===== src/rtl/lcd_pkg.sv =====
// Shared definitions for the sprite motion controller: screen geometry defaults,
// register map addresses, CTRL/STATUS bit positions and the update FSM state type.
// Imported by sprite_motion_ctrl and axis_step.
package lcd_pkg;

  // Visible-area geometry defaults.
  localparam int SCREEN_W_DEF = 800;
  localparam int SCREEN_H_DEF = 480;
  localparam int SPRITE_DEF   = 64;

  // Register map (3-bit address space; 5..7 are reserved).
  localparam logic [2:0] ADDR_POS_X  = 3'd0;
  localparam logic [2:0] ADDR_POS_Y  = 3'd1;
  localparam logic [2:0] ADDR_VEL    = 3'd2;
  localparam logic [2:0] ADDR_CTRL   = 3'd3;
  localparam logic [2:0] ADDR_STATUS = 3'd4;

  // CTRL bits.
  localparam int CTRL_RUN    = 0;
  localparam int CTRL_BOUNCE = 1;
  localparam int CTRL_IRQ_EN = 2;

  // STATUS bits (write-1-to-clear).
  localparam int ST_HIT_X   = 0;
  localparam int ST_HIT_Y   = 1;
  localparam int ST_OVERRUN = 2;

  typedef enum logic [1:0] {
    IDLE   = 2'd0,
    UPD_X  = 2'd1,
    UPD_Y  = 2'd2,
    COMMIT = 2'd3
  } state_t;

endpackage


===== src/rtl/axis_step.sv =====
// One-axis position step: new = pos + vel, then bounce (clamp + reflect) or wrap at [0, max_pos].
// Latency: purely combinational, zero cycles.
// Backpressure: none; the caller decides when the result is captured.
// Ports: pos/vel/max_pos/bounce in; new_pos/new_vel/hit out (hit only ever set when bounce=1).
module axis_step
  import lcd_pkg::*;
(
  input  logic signed [15:0] pos,
  input  logic        [7:0]  vel,
  input  logic signed [15:0] max_pos,
  input  logic               bounce,
  output logic signed [15:0] new_pos,
  output logic        [7:0]  new_vel,
  output logic               hit
);

  logic signed [16:0] sum;
  logic signed [16:0] max_w;
  logic        [7:0]  neg_vel;

  always_comb begin
    // 17-bit sum so an out-of-range written position cannot overflow the compare.
    sum     = {pos[15], pos} + {{9{vel[7]}}, vel};
    max_w   = {max_pos[15], max_pos};
    // -(-128) does not fit in 8 bits; saturate to +127.
    neg_vel = (vel == 8'h80) ? 8'h7F : (~vel + 8'd1);

    new_pos = sum[15:0];
    new_vel = vel;
    hit     = 1'b0;

    if (sum < 17'sd0) begin
      if (bounce) begin
        new_pos = '0;
        new_vel = neg_vel;
        hit     = 1'b1;
      end else begin
        // |vel| <= 128 < max, so one wrap correction is enough.
        new_pos = sum[15:0] + max_pos + 16'sd1;
      end
    end else if (sum > max_w) begin
      if (bounce) begin
        new_pos = max_pos;
        new_vel = neg_vel;
        hit     = 1'b1;
      end else begin
        new_pos = sum[15:0] - max_pos - 16'sd1;
      end
    end
  end

endmodule


===== src/rtl/sprite_motion_ctrl.sv =====
// Sprite position sequencer: per frame tick, steps X then Y by the programmed velocity and
// commits both offsets together; CPU register port with valid/ready writes and a level IRQ.
// Latency: frame_tick at cycle T -> offset_x/offset_y change at T+4; rd_data one cycle after rd_en.
// Backpressure: wr_ready is high only in IDLE; writes during an update stall without loss.
// Ports: clk_sys/reset; frame_tick; wr_valid/wr_ready/wr_addr/wr_data; rd_en/rd_addr/rd_data;
//        offset_x/offset_y to scan-out; irq.
module sprite_motion_ctrl
  import lcd_pkg::*;
#(
  parameter int SCREEN_W = SCREEN_W_DEF,
  parameter int SCREEN_H = SCREEN_H_DEF,
  parameter int SPRITE   = SPRITE_DEF
) (
  input  logic               clk_sys,
  input  logic               reset,
  input  logic               frame_tick,
  input  logic               wr_valid,
  output logic               wr_ready,
  input  logic        [2:0]  wr_addr,
  input  logic        [15:0] wr_data,
  input  logic               rd_en,
  input  logic        [2:0]  rd_addr,
  output logic        [15:0] rd_data,
  output logic signed [15:0] offset_x,
  output logic signed [15:0] offset_y,
  output logic               irq
);

  localparam logic signed [15:0] MAX_X = 16'(SCREEN_W - SPRITE);
  localparam logic signed [15:0] MAX_Y = 16'(SCREEN_H - SPRITE);

  state_t             state_q, state_d;
  logic signed [15:0] pos_x_q, pos_x_d;
  logic signed [15:0] pos_y_q, pos_y_d;
  logic signed [15:0] off_x_q, off_x_d;
  logic signed [15:0] off_y_q, off_y_d;
  logic        [7:0]  dx_q, dx_d;
  logic        [7:0]  dy_q, dy_d;
  logic        [2:0]  ctrl_q, ctrl_d;
  logic        [2:0]  status_q, status_d;
  logic        [15:0] rd_data_q, rd_data_d;

  logic        [2:0]  status_set;
  logic        [2:0]  status_clr;
  logic               wr_fire;

  // One axis_step shared between the X and Y update cycles.
  logic               sel_y;
  logic signed [15:0] step_pos;
  logic        [7:0]  step_vel;
  logic signed [15:0] step_max;
  logic signed [15:0] step_new_pos;
  logic        [7:0]  step_new_vel;
  logic               step_hit;

  assign sel_y    = (state_q == UPD_Y);
  assign step_pos = sel_y ? pos_y_q : pos_x_q;
  assign step_vel = sel_y ? dy_q    : dx_q;
  assign step_max = sel_y ? MAX_Y   : MAX_X;

  axis_step u_axis_step (
    .pos     (step_pos),
    .vel     (step_vel),
    .max_pos (step_max),
    .bounce  (ctrl_q[CTRL_BOUNCE]),
    .new_pos (step_new_pos),
    .new_vel (step_new_vel),
    .hit     (step_hit)
  );

  assign wr_ready = (state_q == IDLE);
  assign wr_fire  = wr_valid && wr_ready;

  always_comb begin
    state_d    = state_q;
    pos_x_d    = pos_x_q;
    pos_y_d    = pos_y_q;
    off_x_d    = off_x_q;
    off_y_d    = off_y_q;
    dx_d       = dx_q;
    dy_d       = dy_q;
    ctrl_d     = ctrl_q;
    rd_data_d  = rd_data_q;
    status_set = '0;
    status_clr = '0;

    unique case (state_q)
      IDLE: begin
        if (frame_tick && ctrl_q[CTRL_RUN]) state_d = UPD_X;
      end
      UPD_X: begin
        pos_x_d              = step_new_pos;
        dx_d                 = step_new_vel;
        status_set[ST_HIT_X] = step_hit;
        state_d              = UPD_Y;
      end
      UPD_Y: begin
        pos_y_d              = step_new_pos;
        dy_d                 = step_new_vel;
        status_set[ST_HIT_Y] = step_hit;
        state_d              = COMMIT;
      end
      COMMIT: begin
        // Both offsets move in the same cycle so scan-out never sees a half-updated pair.
        off_x_d = pos_x_q;
        off_y_d = pos_y_q;
        state_d = IDLE;
      end
      default: state_d = IDLE;
    endcase

    if (frame_tick && (state_q != IDLE)) status_set[ST_OVERRUN] = 1'b1;

    // Writes only fire in IDLE, so they never collide with the FSM's own updates.
    if (wr_fire) begin
      unique case (wr_addr)
        ADDR_POS_X: begin
          pos_x_d = wr_data;
          off_x_d = wr_data;
        end
        ADDR_POS_Y: begin
          pos_y_d = wr_data;
          off_y_d = wr_data;
        end
        ADDR_VEL: begin
          dx_d = wr_data[7:0];
          dy_d = wr_data[15:8];
        end
        ADDR_CTRL:   ctrl_d     = wr_data[2:0];
        ADDR_STATUS: status_clr = wr_data[2:0];
        default: ;
      endcase
    end

    // Set wins over a same-cycle clear.
    status_d = (status_q & ~status_clr) | status_set;

    if (rd_en) begin
      unique case (rd_addr)
        ADDR_POS_X:  rd_data_d = pos_x_q;
        ADDR_POS_Y:  rd_data_d = pos_y_q;
        ADDR_VEL:    rd_data_d = {dy_q, dx_q};
        ADDR_CTRL:   rd_data_d = {13'd0, ctrl_q};
        ADDR_STATUS: rd_data_d = {13'd0, status_q};
        default:     rd_data_d = '0;
      endcase
    end
  end

  always_ff @(posedge clk_sys) begin
    if (reset) begin
      state_q   <= IDLE;
      pos_x_q   <= '0;
      pos_y_q   <= '0;
      off_x_q   <= '0;
      off_y_q   <= '0;
      dx_q      <= '0;
      dy_q      <= '0;
      ctrl_q    <= '0;
      status_q  <= '0;
      rd_data_q <= '0;
    end else begin
      state_q   <= state_d;
      pos_x_q   <= pos_x_d;
      pos_y_q   <= pos_y_d;
      off_x_q   <= off_x_d;
      off_y_q   <= off_y_d;
      dx_q      <= dx_d;
      dy_q      <= dy_d;
      ctrl_q    <= ctrl_d;
      status_q  <= status_d;
      rd_data_q <= rd_data_d;
    end
  end

  assign offset_x = off_x_q;
  assign offset_y = off_y_q;
  assign rd_data  = rd_data_q;
  assign irq      = ctrl_q[CTRL_IRQ_EN] && (|status_q);

endmodule


===== config.mk =====
export PLATFORM = sky130hd
export DESIGN_NAME = sprite_motion_ctrl
export DESIGN_NICKNAME = d
export VERILOG_FILES = /design/src/rtl/lcd_pkg.sv /design/src/rtl/axis_step.sv /design/src/rtl/sprite_motion_ctrl.sv
export SDC_FILE = /design/constraint.sdc
export NUM_CORES = 1
export LEC_CHECK = 0
export BUFFER_PORTS_ARGS = -buffer_cell sky130_fd_sc_hd__buf_4
export CORE_MARGIN = 2
export CORE_UTILIZATION = 30
export DETAILED_ROUTE_END_ITERATION = 7
export PLACE_DENSITY = 0.52
export SLEW_MARGIN = 10
export SYNTH_ARGS = -nofsm -noshare
export SYNTH_HDL_FRONTEND = slang
export SYNTH_SLANG_ARGS = --single-unit

===== constraint.sdc =====
create_clock -name clk_sys -period 14.14 [get_ports clk_sys]
set_clock_uncertainty 0.1 [all_clocks]
set_input_delay 3.535 -clock clk_sys [delete_from_list [all_inputs] [get_ports clk_sys]]
set_output_delay 3.535 -clock clk_sys [all_outputs]
set_load 0.02 [all_outputs]

== Word-level counts from Yosys, hierarchy flattened ==
Cells that the tools add are included.
Storage, ports and cells
  logic and storage cells: 85
  bits in registers: 104
Cells by class
  add/subtract/negate cells: 6
  mux-type cells: 40
  equality and inequality tests: 13
  bitwise gates (word level): 4
  reduce and logical (&&, ||, !) cells: 10
  order comparisons: 2
Operators by type and width (number)
  16-bit two-way mux: 17
  8-bit two-way mux: 11
  16-bit one-hot mux with 5 select lines: 1
  16-bit by 8-bit adder with 17-bit output: 1
  17-bit by 11-bit greater-than comparator with 1-bit output: 1
  17-bit by 1-bit < comparator with 1-bit output (second input constant): 1
  16-bit by 1-bit adder with 16-bit output (second input constant): 1
  16-bit by 10-bit adder with 16-bit output: 1
  16-bit by 1-bit subtractor with 16-bit output (second input constant): 1
  16-bit by 10-bit subtractor with 16-bit output: 1
  3-bit by 2-bit equality test with 1-bit output (second input constant): 4
  10-bit two-way mux: 1
  8-bit by 1-bit adder with 8-bit output (second input constant): 1
  8-bit equality test (second input constant): 1
  8-bit inverter: 1
  2-bit one-hot mux with 4 select lines: 1
  3-bit by 1-bit equality test with 1-bit output (second input constant): 2
  3-bit equality test (second input constant): 2
  3-bit logical NOT: 2
  1-bit two-way mux: 6
  3-bit two-way mux: 2
  2-bit equality test (second input constant): 2
  1-bit logical AND: 4
  3-bit bitwise AND: 1
  9 further kinds: 9

== Depth between registers and ports, before layout ==
  depth in word-level cells: 11
  depth in mapped cells: 26
  depth with buffers taken out: 22

== Hierarchy ==
From an unflattened synthesis, not the netlist that was laid out.
Second synthesis, totals
  cell total of the unflattened synthesis: 976
  area, all modules: 8157.8 sq um
Modules (own cells, without submodules)
  sprite_motion_ctrl: times used 1, area an instance 5066.1 sq um, cells an instance 518, sequential area each 2082.0 sq um
  axis_step: times used 1, area an instance 3091.7 sq um, cells an instance 458, sequential area each 0.0 sq um

== Worst setup path after synthesis ==
OpenSTA, ideal clock, no wires.
  path type: flip-flop to flip-flop
  from: register state_q[0]
  to: register pos_x_q[0]
  library setup time: 0.075 ns
  arrival time: 5.368 ns
  slack: 8.597 ns
  cell stages (with the launch flop): 25
  buffers on the path: 4
  cells stage by stage: dfxtp_1 > inv_1 > ha_1 > clkbuf_1 > buf_1 > mux2_2 > ha_1 > inv_1 > fa_1 > nand2b_1 > a211o_1 > and2_1 > xnor2_1 > ha_1 > clkbuf_1 > nor2b_1 > a211oi_1 > a211oi_1 > o32ai_2 > o211ai_4 > or3_1 > buf_6 > mux2i_1 > a2111o_1 > o21ai_0
On the way
  longest elaborated chain between the ends: 11
  elaborated cells on any way between the ends: 21
  classes of those cells: add/sub: 5; order compare: 2; eq/ne: 2; mux: 10; reduce/logical: 2
Ends and longest elaborated chain
  start: declaration: line sprite_motion_ctrl.sv:32  | state_t state_q, state_d;
  start signal: assignment: line sprite_motion_ctrl.sv:163  | state_q <= state_d;
  2-bit equality test: line sprite_motion_ctrl.sv:56  | assign sel_y = (state_q == UPD_Y);
  16-bit two-way mux or 8-bit two-way mux (tied branches): line sprite_motion_ctrl.sv:57, sprite_motion_ctrl.sv:58
  16-bit by 8-bit adder with 17-bit output: line axis_step.sv:23  | sum = {pos[15], pos} + {{9{vel[7]}}, vel};
  16-bit by 10-bit subtractor with 16-bit output: line axis_step.sv:47  | new_pos = sum[15:0] - max_pos - 16'sd1;
  16-bit by 1-bit subtractor with 16-bit output: line axis_step.sv:47
  16-bit two-way mux: line axis_step.sv:42  | if (bounce) begin
  16-bit two-way mux: line axis_step.sv:41  | end else if (sum > max_w) begin
  16-bit two-way mux: line axis_step.sv:32  | if (sum < 17'sd0) begin
  16-bit two-way mux: line sprite_motion_ctrl.sv:87  | unique case (state_q)
  16-bit two-way mux: line sprite_motion_ctrl.sv:116  | unique case (wr_addr)
  16-bit two-way mux *: line sprite_motion_ctrl.sv:115  | if (wr_fire) begin
  end signal: assignment: line sprite_motion_ctrl.sv:164  | pos_x_q <= pos_x_d;
  end: declaration: line sprite_motion_ctrl.sv:33  | logic signed [15:0] pos_x_q, pos_x_d;
Mark *: on every way between the ends. The rest lies on a longest branch, timed or not.
A chain may end at the register's enable or synchronous reset.

== Worst setup path after layout ==
  from: register state_q[0]
  to: register pos_y_q[1]
On the way
  longest elaborated chain between the ends: 11
  elaborated cells on any way between the ends: 20
  classes of those cells: add/sub: 5; order compare: 2; eq/ne: 1; mux: 10; reduce/logical: 2
Ends and longest elaborated chain
  2-bit equality test: line sprite_motion_ctrl.sv:56, sprite_motion_ctrl.sv:87
  16-bit two-way mux or 8-bit two-way mux (tied branches): line sprite_motion_ctrl.sv:57, sprite_motion_ctrl.sv:58
  16-bit by 8-bit adder with 17-bit output: line axis_step.sv:23
  16-bit by 10-bit subtractor with 16-bit output: line axis_step.sv:47
  16-bit by 1-bit subtractor with 16-bit output: line axis_step.sv:47
  16-bit two-way mux: line axis_step.sv:42
  16-bit two-way mux: line axis_step.sv:41
  16-bit two-way mux: line axis_step.sv:32
  16-bit two-way mux: line sprite_motion_ctrl.sv:87
  16-bit two-way mux: line sprite_motion_ctrl.sv:116
  16-bit two-way mux *: line sprite_motion_ctrl.sv:115
  end signal: assignment: line sprite_motion_ctrl.sv:165  | pos_y_q <= pos_y_d;
  end: declaration: line sprite_motion_ctrl.sv:34  | logic signed [15:0] pos_y_q, pos_y_d;
Marked as above.

==> metrics.cfg <==
[global_routing]
grt_use_met2_pct=32.1
use_met3_pct=1.80
overflow=0
track_usage_pct=19.3
grt_start_max_net_pins=97
antenna_found_initial=0
grt_pass1_wl_mm=39.9
first_global_vias=6965
gr-usage-met1_pct=26.8
grt.busiest_layer=met2

[layout]
diodes=0
nets=1019
drive_above_1_share_pct=15.0
stdcell_count=1288
areaGrowthSynthToFinish_pct=15.0

[route]
drtAntennaViolNets=0
drt-pass1-iter-count=7
viasPerCell=5.66
drc=0
routedWlPerCell_um=19.7
drt-initial-drc-count=694
num_vias=7287
routed_wl_mm=25.4

[setup_path]
crit_type=reg -> reg
worst-endpoint-arrival_ns=6.30
cp-end-kind=flip-flop
worst_ep_required_time_ns=14.29
cp-start-kind=flip-flop
crit_fanout=39

[sta]
fin_crit_ns=6.15
finalCritPeriodShare_pct=43.5
tightest_slew_ns=1.09
rsz0062_at_grt=no
drv_slew=0
clock.fmax_mhz=162
slew_headroom_pct=27.5
setup_viol=0
tns_ns=0
worst_hold_slack_ns=0.384
finalHoldViolCount=0
layout_setup_ws_ns=7.99

[power_and_ir_drop]
pwr-share-seq_pct=20.3
p_comb_share_pct=65.4
switching_share_pct=51.2
intPower_mw=0.886
p_sw_mw=0.930
ir_drop_mv=0.110
clock_power_share_pct=14.3
cellPowerDensity_nw_per_um2=214
power.static_leakage_nw=3.20

[floorplan]
core_area_um2=24200
start_util_pct=30.5
io_pins=77
die_x_um=161
fp-row-count=57
die-area_um2=25900
die_h_um=161

[clock_network]
clk_pin_slew_ns=0.08
htreeDepth=3
cts_hold_buf=0
cts_buffers=9
postCtsSetupBuffers=0
clock_latency_ns=0.36
cts_root_buf=clkbuf_16
post_cts_resized=0
cts_tree=yes
cts_sinks=104
clock_path_buffers=2

[logic_synthesis]
yosys_register_bits=104
ys_types=78
synth_ff_type=dfxtp_1
yosys_warnings=0
synth_nets=985
avgSynthCellArea_um2=7.98
synth_edf_count=0
synthCells=927
yosysSeqAreaShare_pct=28.2
syn_area_um2=7390
async_flop_share_pct=0

[run]
maxCapViolCount=0

[place]
port_buffers=76
dpl.hpwl_mm=18.1
gp_congestion=0.909
dp_cells=1274
dp_slack_ns=8.19

[min_path]
min_path_type=reg -> reg

[outcome]
status=finished, final reports clean

==> metal layers <==
| layer | up-vias | wire [um] |
|---|---|---|
| met4 | 0 | 430 |
| met5 | - | 0 |
| met1 | 3494 | 11900 |
| met3 | 32 | 1200 |
| met2 | 231 | 11900 |
| li1 | 3530 | - |
==> cell usage in the layout (no fill, tap or decap), drive strengths merged, types with 5 or more instances in the layout <==
cell type  netlist  routed
dfxtp          104     104
nor2            93      93
buf             12      87
a21oi           82      82
nand2           66      66
mux2i           57      57
o21ai           51      51
a211oi          45      45
nor3            31      31
ha              30      30
inv             26      27
mux2            22      22
nor2b           20      20
nand3           20      20
o21bai          17      17
or3             15      15
xnor2           13      13
nor4            12      12
or2             11      11
clkbuf          52      10
o31ai            9       9
o211ai           9       9
o21a             8       8
a311oi           7       7
a211o            6       6
or4              6       6
a21o             5       5
o31a             5       5
and3             5       5
a31oi            5       5
nand3b           5       5
nor4b            5       5
o32ai            5       5
==> Yosys cell counts (all sizes together) (5+ instances only) <==
cell | n | area (um2)
o21a | 8 | 60.1
a21o | 5 | 37.5
nor2 | 93 | 352
o211ai | 9 | 81.3
nand3 | 20 | 100
a21oi | 82 | 422
dfxtp | 104 | 2080
or4 | 6 | 45.0
or3 | 15 | 98.8
nor2b | 20 | 125
o32ai | 5 | 51.3
a211oi | 45 | 348
nor4b | 5 | 43.8
a31oi | 5 | 31.3
nor4 | 12 | 75.1
ha | 30 | 375
nand2 | 66 | 248
nor3 | 31 | 155
mux2 | 22 | 248
and3 | 5 | 31.3
clkbuf | 52 | 195
o31a | 5 | 43.8
nand3b | 5 | 37.5
a311oi | 7 | 61.3
a211o | 6 | 52.6
or2 | 11 | 68.8
mux2i | 57 | 574
o21bai | 17 | 128
o21ai | 51 | 255
o31ai | 9 | 67.6
inv | 26 | 97.6
xnor2 | 13 | 114
buf | 12 | 65.1
==> sequential cells by signal, summed over array words and instances (netlist names) <==
register and cells:
state_q 2, status_q 3, pos_y_q 16, ctrl_q 3, dx_q 8, offset_x 16, dy_q 8, rd_data 16
offset_y 16, pos_x_q 16
==> path summary, 6_finish.rpt <==
path,from,to,slack (ns),cells after the start
worst min-delay path,rd_data[2],rd_data[2],0.38,2
worst min register to register,rd_data[2],rd_data[2],0.38,2
worst max-delay path,state_q[0],pos_y_q[1],7.99,20
worst max register to register,state_q[0],pos_y_q[1],7.99,20
==> area by class of cell <==
cell class	instances	area [um2]
Multi-Input combinational cell	732	4960
Timing Repair Buffer	87	653
Fill cell	2545	15700
Clock inverter	4	55.1
Inverter	27	101
Tap cell	324	405
Clock buffer	10	239
Sequential cell	104	2080
==> worst max-delay path: stages (launching register included) <==
cell and delay [ns]:
dfxtp_1 0.33, inv_1 0.12, ha_1 0.16, buf_4 0.46
mux2i_1 0.51, inv_1 0.09, ha_1 0.39, nand2b_1 0.11
a211o_1 0.34, and2_1 0.19, xnor2_1 0.25, ha_1 0.39
nor2b_1 0.18, a211oi_1 0.50, a211oi_1 0.14, o32ai_2 0.23
o211ai_4 0.14, nor2_2 0.62, nor4_1 0.10, a311o_1 0.31
a221o_1 0.34
==> stage by stage <==
step,cell area (um2),power [mW],utilization (%)
global placement,8210,1.55,33.8
detailed placement,8210,1.54,33.8
global route,8500,1.94,35.1
CTS,8500,1.80,35.1
floorplan,7390,1.23,-
finish,8500,1.82,35.1
==> kinds of logic (layout without fill, tap and decap cells) <==
kind of cell             after synthesis  count (layout)  share of synthesized area (%)
flip-flops                           104             104                           28.2
XOR/XNOR                              17              17                           2.01
adder cells (fa/ha/maj)               31              31                           5.35
multiplexers                          80              80                           11.4
buffers and inverters                 91             128                           4.89
AO/OA/AOI/OAI                        296             296                           27.6
AND/OR/NAND/NOR                      308             308                           20.5
==> power by group through the flow <==
stage	sequential, mW	combinational (mW)	clock [mW]
floorplan	0.367	0.860	0
global placement	0.375	1.17	0
detailed placement	0.375	1.16	0
CTS	0.368	1.17	0.264
global route	0.374	1.29	0.274
finish	0.368	1.19	0.261
(Power assumes the default switching activity.)
